### src/rtl/step_pkg.sv
// Shared types and default thresholds for the step tracker.
// Holds the activity FSM encoding and parameter defaults.
package step_pkg;

  typedef enum logic [1:0] {
    ST_IDLE  = 2'd0,
    ST_BUILD = 2'd1,
    ST_HIGH  = 2'd2
  } act_state_t;

  localparam int unsigned STEP_MAX_D   = 9999;
  localparam int unsigned SPHM_D       = 1024;
  localparam int unsigned FAST_D       = 32;
  localparam int unsigned HIGH_D       = 64;
  localparam int unsigned HIGH_RUN_D   = 60;

endpackage

### src/rtl/edge_det.sv
// Single-register rising-edge detector.
// Ports: clk, rst_n, i_d (level in), o_rise (i_d high, last sample low).
module edge_det (
  input  logic clk,
  input  logic rst_n,
  input  logic i_d,
  output logic o_rise
);

  logic r_q;

  always_ff @(posedge clk or negedge rst_n) begin
    if (!rst_n) r_q <= 1'b0;
    else        r_q <= i_d;
  end

  assign o_rise = i_d & ~r_q;

endmodule

### src/rtl/step_tracker.sv
// Pedometer statistics: step count, distance, fast seconds, high activity.
// Ports: clk, rst_n, clk1hz, start, pulse in; step/dist/activity stats out.
module step_tracker
  import step_pkg::*;
#(
  parameter int unsigned STEP_MAX            = STEP_MAX_D,
  parameter int unsigned STEPS_PER_HALF_MILE = SPHM_D,
  parameter int unsigned FAST_THRESH         = FAST_D,
  parameter int unsigned HIGH_THRESH         = HIGH_D,
  parameter int unsigned HIGH_RUN            = HIGH_RUN_D
) (
  input  logic        clk,
  input  logic        rst_n,
  input  logic        clk1hz,
  input  logic        start,
  input  logic        pulse,
  output logic [13:0] step_count,
  output logic        step_sat,
  output logic [4:0]  dist_half,
  output logic [3:0]  fast_secs,
  output logic [15:0] high_secs,
  output logic        high_active
);

  localparam int MW =
    (STEPS_PER_HALF_MILE > 1) ? $clog2(STEPS_PER_HALF_MILE) : 1;
  localparam logic [13:0]   L_MAX  = 14'(STEP_MAX);
  localparam logic [MW-1:0] L_WRAP = MW'(STEPS_PER_HALF_MILE - 1);
  localparam logic [7:0]    L_FAST = 8'(FAST_THRESH);
  localparam logic [7:0]    L_HIGH = 8'(HIGH_THRESH);
  localparam logic [15:0]   L_RUN  = 16'(HIGH_RUN);

  logic w_p_rise;
  logic w_c_rise;
  logic w_start_rise;
  logic w_step_evt;
  logic w_tick;
  logic w_ev_tick;
  logic w_qual;
  logic r_start_q;
  logic r_step;
  logic r_tick;

  logic [13:0]   r_count;
  logic          r_sat;
  logic [MW-1:0] r_mod;
  logic [4:0]    r_dist;
  logic [7:0]    r_sec_steps;
  logic [3:0]    r_sec_num;
  logic [3:0]    r_fast;
  logic [15:0]   r_high;
  logic [15:0]   r_run;
  logic [15:0]   w_run_inc;
  logic [16:0]   w_high_add;

  act_state_t r_state;
  act_state_t w_state_nxt;

  edge_det u_pulse_ed (
    .clk    (clk),
    .rst_n  (rst_n),
    .i_d    (pulse),
    .o_rise (w_p_rise)
  );

  edge_det u_sec_ed (
    .clk    (clk),
    .rst_n  (rst_n),
    .i_d    (clk1hz),
    .o_rise (w_c_rise)
  );

  assign w_start_rise = start & ~r_start_q;
  assign w_step_evt   = w_p_rise & start;
  assign w_tick       = w_c_rise & start;

  // Events are registered once; counters act on the registered copy.
  // An edge landing on the start-rise cycle is dropped.
  always_ff @(posedge clk or negedge rst_n) begin
    if (!rst_n) begin
      r_start_q <= 1'b0;
      r_step    <= 1'b0;
      r_tick    <= 1'b0;
    end else begin
      r_start_q <= start;
      r_step    <= w_step_evt & ~w_start_rise;
      r_tick    <= w_tick & ~w_start_rise;
    end
  end

  // Statistics datapath.
  always_ff @(posedge clk or negedge rst_n) begin
    if (!rst_n) begin
      r_count     <= '0;
      r_sat       <= 1'b0;
      r_mod       <= '0;
      r_dist      <= '0;
      r_sec_steps <= '0;
      r_sec_num   <= '0;
      r_fast      <= '0;
    end else if (w_start_rise) begin
      r_count     <= '0;
      r_sat       <= 1'b0;
      r_mod       <= '0;
      r_dist      <= '0;
      r_sec_steps <= '0;
      r_sec_num   <= '0;
      r_fast      <= '0;
    end else if (start) begin
      if (r_step) begin
        if (r_count != L_MAX) begin
          r_count <= r_count + 14'd1;
          if (r_count + 14'd1 == L_MAX) r_sat <= 1'b1;
        end
        if (r_mod == L_WRAP) begin
          r_mod <= '0;
          if (r_dist != 5'd31) r_dist <= r_dist + 5'd1;
        end else begin
          r_mod <= r_mod + MW'(1);
        end
      end
      // A step coinciding with the tick opens the new second.
      if (r_tick) begin
        r_sec_steps <= {7'd0, r_step};
        if (r_sec_num != 4'd15) r_sec_num <= r_sec_num + 4'd1;
        if (r_sec_num <= 4'd8 && r_sec_steps > L_FAST &&
            r_fast != 4'd15)
          r_fast <= r_fast + 4'd1;
      end else if (r_step && r_sec_steps != 8'd255) begin
        r_sec_steps <= r_sec_steps + 8'd1;
      end
    end
  end

  assign w_ev_tick  = start & ~w_start_rise & r_tick;
  assign w_qual     = (r_sec_steps >= L_HIGH);
  assign w_run_inc  = r_run + 16'd1;
  assign w_high_add = {1'b0, r_high} + {1'b0, L_RUN};

  always_ff @(posedge clk or negedge rst_n) begin
    if (!rst_n)            r_state <= ST_IDLE;
    else if (w_start_rise) r_state <= ST_IDLE;
    else                   r_state <= w_state_nxt;
  end

  always_comb begin
    w_state_nxt = r_state;
    if (w_ev_tick) begin
      unique case (r_state)
        ST_IDLE:  if (w_qual) w_state_nxt = ST_BUILD;
        ST_BUILD: begin
          if (!w_qual)              w_state_nxt = ST_IDLE;
          else if (w_run_inc == L_RUN) w_state_nxt = ST_HIGH;
        end
        ST_HIGH:  if (!w_qual) w_state_nxt = ST_IDLE;
        default:  w_state_nxt = ST_IDLE;
      endcase
    end
  end

  always_comb begin
    high_active = (r_state == ST_HIGH);
  end

  // Run length and high-activity seconds follow the FSM transitions.
  always_ff @(posedge clk or negedge rst_n) begin
    if (!rst_n) begin
      r_run  <= '0;
      r_high <= '0;
    end else if (w_start_rise) begin
      r_run  <= '0;
      r_high <= '0;
    end else if (w_ev_tick) begin
      unique case (r_state)
        ST_IDLE: if (w_qual) r_run <= 16'd1;
        ST_BUILD: begin
          if (!w_qual) begin
            r_run <= '0;
          end else begin
            r_run <= w_run_inc;
            if (w_run_inc == L_RUN)
              r_high <= w_high_add[16] ? 16'hFFFF : w_high_add[15:0];
          end
        end
        ST_HIGH: begin
          if (!w_qual)              r_run  <= '0;
          else if (r_high != 16'hFFFF) r_high <= r_high + 16'd1;
        end
        default: r_run <= '0;
      endcase
    end
  end

  assign step_count = r_count;
  assign step_sat   = r_sat;
  assign dist_half  = r_dist;
  assign fast_secs  = r_fast;
  assign high_secs  = r_high;

endmodule

### config.mk
export PLATFORM = sky130hd
export DESIGN_NAME = step_tracker
export DESIGN_NICKNAME = d
export VERILOG_FILES = /design/src/rtl/step_pkg.sv /design/src/rtl/edge_det.sv /design/src/rtl/step_tracker.sv
export SDC_FILE = /design/constraint.sdc
export NUM_CORES = 1
export LEC_CHECK = 0
export CAP_MARGIN = 20
export CELL_PAD_IN_SITES_DETAIL_PLACEMENT = 1
export CELL_PAD_IN_SITES_GLOBAL_PLACEMENT = 2
export CORE_ASPECT_RATIO = 0.6
export CORE_MARGIN = 4
export CORE_UTILIZATION = 39
export CTS_CLUSTER_DIAMETER = 80
export DETAILED_ROUTE_END_ITERATION = 10
export MAX_ROUTING_LAYER = met4
export PLACE_DENSITY = 0.92
export SLEW_MARGIN = 10
export SYNTH_ARGS = -nofsm -noshare
export SYNTH_HDL_FRONTEND = slang
export SYNTH_HIERARCHICAL = 1
export SYNTH_SLANG_ARGS = --single-unit
### constraint.sdc
create_clock -name clk -period 4.13 [get_ports clk]
set_input_delay 0.826 -clock clk [delete_from_list [all_inputs] [get_ports clk]]
set_output_delay 0.826 -clock clk [all_outputs]
set_load 0.01 [all_outputs]
* Word-level counts from Yosys, hierarchy flattened
Cells that the tools add are included.
Operators by class: add/subtract/negate cells 9, multiply operators 0, divide/modulo/power cells 0, $lt $le $gt $ge 3, equal/unequal tests 18, shift operators 0, multiplexer cells 51, bitwise gates (word level) 13, reduce and logical (&&, ||, !) cells 26
Operators by type and width (count):
- 2-to-1 mux 16 bit | 12
- 2-to-1 mux 14 bit | 4
- one-hot mux 16 bit (3 select lines) | 1
- 2-to-1 mux 10 bit | 4
- adder 16 x 1 -> 16 bit, second input constant | 2
- 2-to-1 mux 4 bit | 8
- 2-to-1 mux 8 bit | 4
- one-hot mux 16 bit (2 select lines) | 1
- 2-to-1 mux 5 bit | 5
- nonzero test 2 bit | 10
- adder 16 x 6 -> 17 bit, second input constant | 1
- equality test 16 x 6 -> 1 bit, second input constant | 1
- != test 16 bit, second input constant | 1
- adder 14 x 1 -> 14 bit, second input constant | 1
- equality test 14 bit, second input constant | 1
- != test 14 bit, second input constant | 1
- 2-to-1 mux 2 bit | 6
- != test 3 bit, second input constant | 4
- != test 4 bit, second input constant | 3
- AND reduction 3 bit | 4
- AND reduction 4 bit | 3
- adder 10 x 1 -> 10 bit, second input constant | 1
- equality test 10 bit, second input constant | 1
- AND 1 bit | 9
- other kinds (19) | 32
Word-level totals: flip-flop bits (word level) 85, bits in latches 0, bits in writable memories 0, memory bits (read-only) 0, logic and storage cells 135, memories kept 0

* Longest topological paths before layout
depth after elaboration 7, gate-level depth with buffers 9

* Hierarchy
Netlist, hierarchy kept.
By module, submodules not included:
- step_tracker | instances 1, cells an instance 628, area an instance 5282.6 um^2, seq. area each 2077.0 um^2
- edge_det | instances 2, cells an instance 2, area an instance 38.8 um^2, seq. area each 25.0 um^2

* Worst setup path before layout
Ideal clock, no wire load.
path kind register to register, start point register r_run[0], end point register r_high[14], in the netlist high_secs[14], library setup time 0.126 ns, data arrival time 2.540 ns, slack 1.464 ns, stages on the path, launching flop included 10, path buffers 1, cells stage by stage dfrtp_1 ha_1 nand4_1 nor4b_2 mux2i_1 nand4_1 nor4_4 o21ai_4 buf_6 o32a_1
Between the ends: cells in the longest elaborated chain, start to end 4
RTL lines:
- start, declared | line step_tracker.sv:52 | logic [15:0] r_run;
- start signal, assigned | line step_tracker.sv:180 | r_run <= w_run_inc;
- adder 16 x 1 -> 16 bit | line step_tracker.sv:137 | assign w_run_inc = r_run + 16'd1;
- equality test 16 x 6 -> 1 bit | line step_tracker.sv:181 | if (w_run_inc == L_RUN)
- != test 3 bit (no source line)
- AND reduction 6 bit (no source line)
- end signal, assigned | line step_tracker.sv:182 | r_high <= w_high_add[16] ? 16'hFFFF : w_high_add[15:0];
- end signal, assigned | line step_tracker.sv:187 | else if (r_high != 16'hFFFF) r_high <= r_high + 16'd1;
- end, declared | line step_tracker.sv:51 | logic [15:0] r_high;
No other way between the ends. A chain may end at the register's enable or synchronous reset.

* Worst setup path after layout
start point register r_run[1], end point register r_high[6], in the netlist high_secs[6]
The elaborated chain is that of the path after synthesis.

==> flow_summary.ini <==
[floorplanning]
fp-row-count = 32
dieArea_um2 = 15700
fp.dieW_um = 159
chipHeight_um = 98.8
ios = 46
initial_utilization_pct = 40.8
core_region_area_um2 = 13100

[detailed_routing]
antenna_violating_nets_post_route = 0
route.detailed.wl_per_inst_um = 19.3
detail_route.iter0.violations = 329
via_count_normalized_by_instance_count = 6.06
drt_pre_antenna_iters = 5
drc = 0
routed-via-count = 5087
detail_route.wirelength_um = 16200

[power_and_ir_drop]
powerDensity_nw_per_um2 = 428
p_leak_nw = 2.57
irDropWorstVdd_uv = 206

[worst_setup_path]
worstPathArrival_ns = 3.59
timing.critical_path.fanout_max = 16
end_kind = flop
critPathLaunchType = flop
worstSetupPathType = reg -> reg
worst_r2r_startpoint = r_run[1]
rr_endpoint = high_secs[6]
worst_ep_required_time_ns = 4.36
r2r_setup_slack_ns = 0.76
timing.reg2reg.worst_path_depth = 8

[clock_tree]
tritoncts_num_sinks = 85
cts.path.max_buffers = 2
post_cts_resized = 0
postCtsHoldBufs = 0
clock_tree.htree_level_count = 3
post_cts_repair_timing_setup_buffer_count = 0
ctsRootBufferMaster = sky130_fd_sc_hd__clkbuf_16
clkLatencyLatePin_ns = 0.35
cts_tree = built
clk_pin_slew_worst_paths_ns = 0.07
number_of_buffers_created_by_cts = 9

[finish]
final.fill_count = 1540
register_area_um2 = 2130
final_nets = 685
layout-area-overhead-vs-synth_pct = 16.7
antenna_cells_inserted = 0
multi_input_area_um2 = 3010
post_route_cells_drive_above_1_share_pct = 7.76

[grt]
grt_pass1_wl_um = 27600
antenna_found_initial = 0
globalRoute.totalOverflow = 0
grt_pass1_vias = 5256
grt_max_degree = 56
tot_gr_track_use_pct = 21.8

[logic_synthesis]
synth_compound_area_share_pct = 22.7
post_synth_instance_area_um2 = 5360
syn-instance-count = 632
yosys-mux-area-fraction_pct = 1.38
synthesis.yosys.warnings = 6
synthSimpleGateAreaFrac_pct = 25.0
synth_top_family_by_area = simple AND/OR/NAND/NOR gates
synth_edf_count = 0
postSynthNetCount = 652
synthDistinctLibCells = 69
synth_seq_area_share_pct = 39.7
ys_seq_elements = 85
synth_fa_ha_area_share_pct = 3.50
post_synth_xor_area_fraction_pct = 3.27
async_flop_share_pct = 100
syn_avg_cell_area_um2 = 8.48
dominant_synthesized_flop_cell = sky130_fd_sc_hd__dfrtp_1

[placed_design]
place.gp.congestion = 0.868
place_ws_ns = 0.766
buffer_ports.inserted = 45
post-dp-hpwl_um = 11500

[timing]
timing.final.crit_share_pct = 81.5
fin_crit_ns = 3.37
worst_slew_pin_slew_ns = 1.06
timing.slew.headroom_pct = 28.7
maxClockFrequency_ghz = 0.297
final.setup.tns_ns = 0
hold_viol_final = 0
finalWorstSetupSlack_ns = 0.765
final_skew_ns = 0.0113
rsz0062_at_grt = no
setup-violations-final = 0
drv_slew = 0

[status]
result_of_the_run = finished, final reports clean

[run]
max-cap-violations = 0

[hold_path]
worst_hold_path_class = reg -> reg
hp-start = r_mod[4]
number_of_stages_on_the_worst_hold_path = 1
hold_end = r_mod[4]
## flip-flops by register name, indices dropped and copies added, names as in the netlist
register / flops
r_mod: 10
u_pulse_ed/r_q: 1
r_sec_num: 4
fast_secs: 4
u_sec_ed/r_q: 1
dist_half: 5
r_sec_steps: 8
step_sat: 1
r_state: 2
r_run: 16
high_secs: 16
r_step: 1
r_start_q: 1
r_tick: 1
step_count: 14
## placed cells by master (no fill, tap or decap), types with 9 or more instances in the layout
cell and count:
sky130_fd_sc_hd__inv_1 24, sky130_fd_sc_hd__clkbuf_16 9, sky130_fd_sc_hd__xnor2_1 11, sky130_fd_sc_hd__and2_1 9
sky130_fd_sc_hd__buf_4 11, sky130_fd_sc_hd__nand2b_1 11, sky130_fd_sc_hd__and3_1 20, sky130_fd_sc_hd__nand4_1 21
sky130_fd_sc_hd__a2bb2oi_1 10, sky130_fd_sc_hd__a31oi_1 10, sky130_fd_sc_hd__nor2_1 59, sky130_fd_sc_hd__clkdlybuf4s50_1 44
sky130_fd_sc_hd__nand2_1 65, sky130_fd_sc_hd__a21oi_1 21, sky130_fd_sc_hd__nor3_1 13, sky130_fd_sc_hd__dfrtp_1 85
sky130_fd_sc_hd__ha_1 15, sky130_fd_sc_hd__o31ai_1 13, sky130_fd_sc_hd__nand3_1 27, sky130_fd_sc_hd__xor2_1 9
sky130_fd_sc_hd__o21ai_0 83
## cell usage after synthesis (2+ instances only)
cell | count | share of area (%)
sky130_fd_sc_hd__a22o_1 | 3 | 0.49
sky130_fd_sc_hd__o22ai_1 | 7 | 0.82
sky130_fd_sc_hd__dfrtp_1 | 85 | 40
sky130_fd_sc_hd__o41ai_1 | 4 | 0.65
sky130_fd_sc_hd__a2bb2oi_1 | 10 | 1.6
sky130_fd_sc_hd__o21ai_0 | 83 | 7.7
sky130_fd_sc_hd__nor3_1 | 13 | 1.2
sky130_fd_sc_hd__buf_1 | 2 | 0.14
sky130_fd_sc_hd__nor3b_1 | 2 | 0.28
sky130_fd_sc_hd__and2_1 | 9 | 1.1
sky130_fd_sc_hd__a221oi_1 | 3 | 0.49
sky130_fd_sc_hd__xnor2_1 | 11 | 1.8
sky130_fd_sc_hd__xor2_1 | 9 | 1.5
sky130_fd_sc_hd__nand2b_1 | 11 | 1.3
sky130_fd_sc_hd__mux2_2 | 3 | 0.63
sky130_fd_sc_hd__and3_1 | 20 | 2.3
sky130_fd_sc_hd__o211ai_1 | 6 | 0.84
sky130_fd_sc_hd__ha_1 | 15 | 3.5
sky130_fd_sc_hd__clkbuf_1 | 25 | 1.8
sky130_fd_sc_hd__and4_1 | 4 | 0.65
sky130_fd_sc_hd__nand4_1 | 21 | 2.5
sky130_fd_sc_hd__nor2b_1 | 2 | 0.23
sky130_fd_sc_hd__nand4b_1 | 2 | 0.33
sky130_fd_sc_hd__a31oi_1 | 10 | 1.2
sky130_fd_sc_hd__nand2_1 | 65 | 4.6
sky130_fd_sc_hd__inv_1 | 24 | 1.7
sky130_fd_sc_hd__nor2_1 | 59 | 4.1
sky130_fd_sc_hd__nand3_1 | 27 | 2.5
sky130_fd_sc_hd__or2_2 | 7 | 0.82
sky130_fd_sc_hd__o31ai_1 | 13 | 1.8
sky130_fd_sc_hd__a211oi_1 | 3 | 0.42
sky130_fd_sc_hd__a21oi_1 | 21 | 2.0
sky130_fd_sc_hd__nor2b_4 | 2 | 0.51
sky130_fd_sc_hd__a41o_1 | 2 | 0.37
sky130_fd_sc_hd__nor4_1 | 5 | 0.58
sky130_fd_sc_hd__buf_2 | 2 | 0.19
sky130_fd_sc_hd__buf_4 | 3 | 0.42
sky130_fd_sc_hd__o221ai_1 | 4 | 0.65
sky130_fd_sc_hd__mux2i_1 | 4 | 0.75
sky130_fd_sc_hd__o41ai_2 | 2 | 0.61
## routing by layer
metal	vias up	share of wire (%)	global-route usage, %
met1	2564	52	32.3
met2	126	42	30.7
met5	-	0	-
met3	14	4.6	4.55
met4	0	0.95	4.20
li1	2383	-	-
## report_power, final
group | switching, mW | internal, mW
Clock | 0.378 | 0.437
Sequential | 0.216 | 0.936
Combinational | 0.358 | 0.351
Total | 0.951 | 1.72
## worst max-delay path: stages, from the launching register on
cell	delay, ns
sky130_fd_sc_hd__dfrtp_1	0.49
sky130_fd_sc_hd__ha_1	0.37
sky130_fd_sc_hd__nand4_1	0.25
sky130_fd_sc_hd__nor4b_2	0.50
sky130_fd_sc_hd__mux2i_1	0.29
sky130_fd_sc_hd__nand4_1	0.16
sky130_fd_sc_hd__nor4_4	0.53
sky130_fd_sc_hd__o21ai_4	0.28
sky130_fd_sc_hd__mux2_2	0.35
## layout make-up
type	instances	share of cell area [%]
clock buffer	10	3.82
clock inverter	6	0.820
inverter	25	1.50
multi-input combinational	489	48.1
sequential	85	34.0
tap	170	3.40
timing repair buffer	55	8.36
## how the worst max path moves through the flow
stage              from              to  depth (start not counted)
4_1_cts        r_run[0]   high_secs[11]                          8
5_1_grt        r_run[0]    high_secs[6]                          8
3_5_place_dp      start  step_count[10]                          8
2_1_floorplan  r_run[0]   high_secs[14]                          9
6_report       r_run[1]    high_secs[6]                          8
3_3_place_gp      start       r_run[15]                          9
## kinds of logic (layout without fill, tap and decap cells)
kind of cell	Yosys count	count (layout)
AND/OR/NAND/NOR	259	259
AO/OA/AOI/OAI	188	188
flip-flops	85	85
buffers and inverters	58	96
XOR/XNOR	20	20
adder cells (fa/ha/maj)	15	15
multiplexers	7	7
## per-stage QoR
stage          cell area (um^2)  hold slack (ns)  std cells  power [mW]  utilization (%)
6_report                   6260            0.520        840        2.68             47.6
5_1_grt                    6260            0.538        840        2.84             47.6
4_1_cts                    6250            0.518        839        2.70             47.6
3_5_place_dp               5960            0.504        823        1.87             45.4
3_3_place_gp               5960            0.482        823        1.83             45.4
2_1_floorplan              5360            0.451        632        1.51                -
(Power assumes the default switching activity.)
